===== config.mk =====
export PLATFORM = sky130hd
export DESIGN_NAME = tff_count_sequencer
export DESIGN_NICKNAME = d
export VERILOG_FILES = /design/src/rtl/tff_count_sequencer.sv
export SDC_FILE = /design/constraint.sdc
export NUM_CORES = 1
export LEC_CHECK = 0
export BUFFER_PORTS_ARGS = -buffer_cell sky130_fd_sc_hd__buf_2
export CAP_MARGIN = 0
export CORE_MARGIN = 2
export CORE_UTILIZATION = 40
export CTS_CLUSTER_DIAMETER = 100
export CTS_CLUSTER_SIZE = 30
export DETAILED_ROUTE_END_ITERATION = 6
export MAX_ROUTING_LAYER = met4
export PLACE_DENSITY = 0.71
export SYNTH_ARGS = -nofsm -noshare
export SYNTH_HDL_FRONTEND = slang
export SYNTH_SLANG_ARGS = --single-unit

===== constraint.sdc =====
create_clock -name clk -period 4.08 [get_ports clk]
set_input_delay 0.204 -clock clk [delete_from_list [all_inputs] [get_ports clk]]
set_output_delay 0.204 -clock clk [all_outputs]
set_load 0.005 [all_outputs]

===== src/rtl/tff_count_sequencer.sv =====
// rtl/tff_count_sequencer.sv - controller driving a bank of T flip-flops as an up/down counter
module tff_count_sequencer #(
    parameter int WIDTH = 4,
    parameter bit WRAP  = 1'b0
) (
    input  logic             clk,
    input  logic             rst,
    input  logic             start,
    input  logic             stop,
    input  logic             pause,
    input  logic             dir,
    input  logic             load_en,
    input  logic [WIDTH-1:0] load_val,
    input  logic [WIDTH-1:0] limit,
    output logic [WIDTH-1:0] t_vec,
    output logic [WIDTH-1:0] q,
    output logic [WIDTH-1:0] q_bar,
    output logic             busy,
    output logic             done
);

    typedef enum logic [1:0] {
        IDLE    = 2'd0,
        RUN     = 2'd1,
        DONE    = 2'd2,
        ILLEGAL = 2'd3
    } state_t;

    state_t           state;
    state_t           state_next;
    logic [WIDTH-1:0] base;
    logic [WIDTH-1:0] base_next;
    logic             done_next;
    logic [WIDTH-1:0] t_int;
    logic [WIDTH-1:0] up_vec;
    logic [WIDTH-1:0] down_vec;
    logic             carry_up;
    logic             carry_down;

    // Ripple toggle enables: bit i toggles when all lower bits are 1 (up) or 0 (down).
    always_comb begin
        up_vec     = '0;
        down_vec   = '0;
        carry_up   = 1'b1;
        carry_down = 1'b1;
        for (int i = 0; i < WIDTH; i++) begin
            up_vec[i]   = carry_up;
            down_vec[i] = carry_down;
            carry_up    = carry_up & q[i];
            carry_down  = carry_down & ~q[i];
        end
    end

    always_comb begin
        t_int      = '0;
        state_next = state;
        base_next  = base;
        done_next  = 1'b0;
        case (state)
            IDLE: begin
                if (load_en) begin
                    t_int = q ^ load_val;
                end
                if (start) begin
                    state_next = RUN;
                    base_next  = load_en ? load_val : q;
                end
            end
            RUN: begin
                if (stop) begin
                    state_next = IDLE;
                end else if (pause) begin
                    state_next = RUN;
                end else if (q == limit) begin
                    done_next = 1'b1;
                    if (WRAP) begin
                        t_int = q ^ base;
                    end else begin
                        state_next = DONE;
                    end
                end else begin
                    t_int = dir ? up_vec : down_vec;
                end
            end
            DONE: begin
                if (load_en) begin
                    t_int = q ^ load_val;
                end
                state_next = IDLE;
            end
            default: state_next = IDLE;
        endcase
    end

    assign t_vec = rst ? '0 : t_int;
    assign q_bar = ~q;
    assign busy  = (state == RUN);

    // The bank itself: q only ever changes through its toggle enables.
    always_ff @(posedge clk or posedge rst) begin
        if (rst) begin
            q     <= '0;
            state <= IDLE;
            base  <= '0;
            done  <= 1'b0;
        end else begin
            q     <= q ^ t_vec;
            state <= state_next;
            base  <= base_next;
            done  <= done_next;
        end
    end

endmodule

==> reports/qor.yml <==
placedInstanceArea_um2: 733
irDropWorstVdd_v: 0.000246
pwr-share-clk: 0.201
globalRouteOverflowTotal: 0
cts_sinks: 7
path_buf_inv: 1
cts_made_buffers: 3
clockRootBuffer: "clkbuf_4"
rsz0062_at_grt: "false"
clock_latency_ns: 0.26
path_class: "reg -> out"
hold_path_class: "in -> reg"
avgSynthCellArea_um2: 7.91
synth_largest_area_cell: "dfrtp_1"
muxShareOfSynthArea: 0.0171
cts.reportedPaths.clkPinSlew_ns: 0.06
synth_edf_count: 0
syn-cell-area_um2: 586
cts_buffer_depth: 2
num_io_pins: 29
nets: 120
slowest_stage: "or4b_4"
synth_top_family_by_area: "simple AND/OR/NAND/NOR gates"
outcome: "finished clean"
startpoint_type: "flop"
synth_adder_area_share: 0
vias_per_cell: 5.43
grt_pass1_vias: 580
fin_cells: 119
cts_tree: "yes"
seqPwrFrac: 0.351
fp.dieArea_um2: 1790
cts_resized: 0
synth-simple-area-share: 0.263
crit_path_cell_trace: "or4b_4, a41o_4, o21ai_0, and2_1, buf_2"
cp.required_ns: 3.88
p_switching_w: 0.000132
start_util: 0.439
layout_min_cycle_time_ns: 2.11
antenna_found_initial: 0
p_leak_nw: 0.367
synthFlopType: "dfrtp_1"
end_kind: "primary output"
tightest_slew_ns: 0.495
die_height_um: 42.3
regToRegEndpoint: "q[1]"
p_per_area_nw_per_um2: 421
synth_fp_nets: 89
cp_top_family: "simple AND/OR/NAND/NOR gates"
synthArstFlopShare: 1.00
synth.area.top_cells: "dfrtp_1 30%, xor2_1 7.5%, xnor2_1 6.0%"
fill_cells: 139
hold_violations: 0
grt_max_degree: 13
max_freq_ghz: 0.474
drc: 0
yosys.area_share.xor_xnor: 0.135
r2r-start: "state[1]"
synth_seq_cells: 7
die_w_um: 42.3
synthCells: 74
crit_fanout: 9
power.total_w: 0.000324
syn_to_final_growth_pct: 31.4
fin_setup_tns_ns: 0
gp_congestion: 0.860
post-route-period-util: 0.517
grt_pass1_wl_mm: 2.44
rrSetupSlack_ns: 2.18
dp_hpwl_mm: 1.06
synth_compound_area_frac: 0.235
n_antenna_cell: 0
drive_gt1_frac: 0.317
wl_per_cell_um: 11.9
synthTopCellsByCount: "7 x dfrtp_1, 7 x nand2_1, 7 x nor2_1, 6 x a21oi_1"
maxSlewHeadroom: 0.670
ys_warn_count: 0
combPwrFrac: 0.448
routed_wl_mm: 1.41
fp-row-count: 13
max-cap-violations: 0
coreArea_um2: 1330
ctsHtreeMaxLevel: 1
ys_types: 26
crit_start: "state[1]"
ff2ff_path_depth: 4
slew_viol_final: 0
setup_violations: 0
track_usage: 0.183
crit_cells: 5
crit_end: "t_vec[1]"
io_buffers: 28
dp_cells: 114
final_area_um2: 769
swShare: 0.407
drtIter0Drc: 15
detail-route-antenna-nets: 0
cp_slowest_stage_delay_ns: 0.57
synth_top_area_frac: 0.299
num_vias: 646
worstPathArrival_ns: 1.91
ys_seq_area_frac: 0.299
finClkSkew_ns: 0.00754
first_pass_iters: 4
p_int_w: 0.000192
tightest hold or removal path: stages:
cell      delay [ns]
buf_2           0.09
a31oi_1         0.06
o311ai_0        0.07
metal layers:
| layer | GRT usage | vias up | routed length, µm |
|---|---|---|---|
| met5 | - | - | 0 |
| met4 | 0.0750 | 0 | 14 |
| met3 | 0.0517 | 2 | 92 |
| met2 | 0.286 | 25 | 690 |
| met1 | 0.221 | 297 | 616 |
| li1 | - | 322 | - |
final cells by class:
type	count	area [µm²]	area share
clock buffer	4	26.3	0.0341
inverter	5	18.8	0.0244
tap	15	18.8	0.0244
timing repair buffer	29	150	0.195
sequential	7	175	0.228
multi-input combinational	59	380	0.494
registers in the layout, summed over array words and instances, names as in the netlist:
| name | flops |
|---|---|
| done | 1 |
| state | 2 |
| q | 4 |
what timing repair did:
action                    4_1_cts  5_1_grt
setup buffers                   0        0
hold endpoints to repair        7        0
hold buffers                    1        0
power by group through the flow:
stage	clock, W	combinational, W	sequential, W
2_1_floorplan	0	0.000107	0.000100
3_3_place_gp	0	0.000142	0.000114
3_5_place_dp	0	0.000144	0.000115
4_1_cts	0.0000660	0.000146	0.000114
5_1_grt	0.0000709	0.000164	0.000118
6_report	0.0000651	0.000145	0.000113
how the worst min path moves through the flow:
stage	slack, ns	to	depth (start not counted)	startpoint
2_1_floorplan	0.02	done	1	rst
3_3_place_gp	0.17	state[1]	2	rst
3_5_place_dp	0.18	state[1]	2	rst
4_1_cts	0.22	q[2]	3	load_val[2]
5_1_grt	0.25	q[2]	3	load_val[2]
6_report	0.22	q[2]	3	load_val[2]
layout by cell type (no fill, tap or decap), types with 2 or more instances in the layout:
cell type and instances:
buf_2 28, nand2_1 7, nor2_1 7, dfrtp_1 7
a21oi_1 6, inv_1 5, xor2_1 5, o21ai_0 5
xnor2_1 4, nand2b_1 3, a31oi_1 3, clkbuf_4 3
nor2b_1 2, and2_1 2, o311ai_0 2, nand4_1 2
metrics by stage:
step,utilization,hold WS (ns),setup slack (ns)
floorplan,-,0.0154,2.26
global placement,0.550,0.174,2.24
detailed placement,0.550,0.184,2.19
CTS,0.577,0.217,1.97
global route,0.577,0.245,1.86
finish,0.577,0.218,1.97
cell families (layout without fill, tap and decap cells):
family,after synthesis,count (layout)
AOI/OAI and AO/OA,20,20
buffers and inverters,8,38
xor gates and xnor gates,9,9
DFF,7,7
and+or+nand+nor,29,29
muxes,1,1
(Power assumes the default switching activity.)
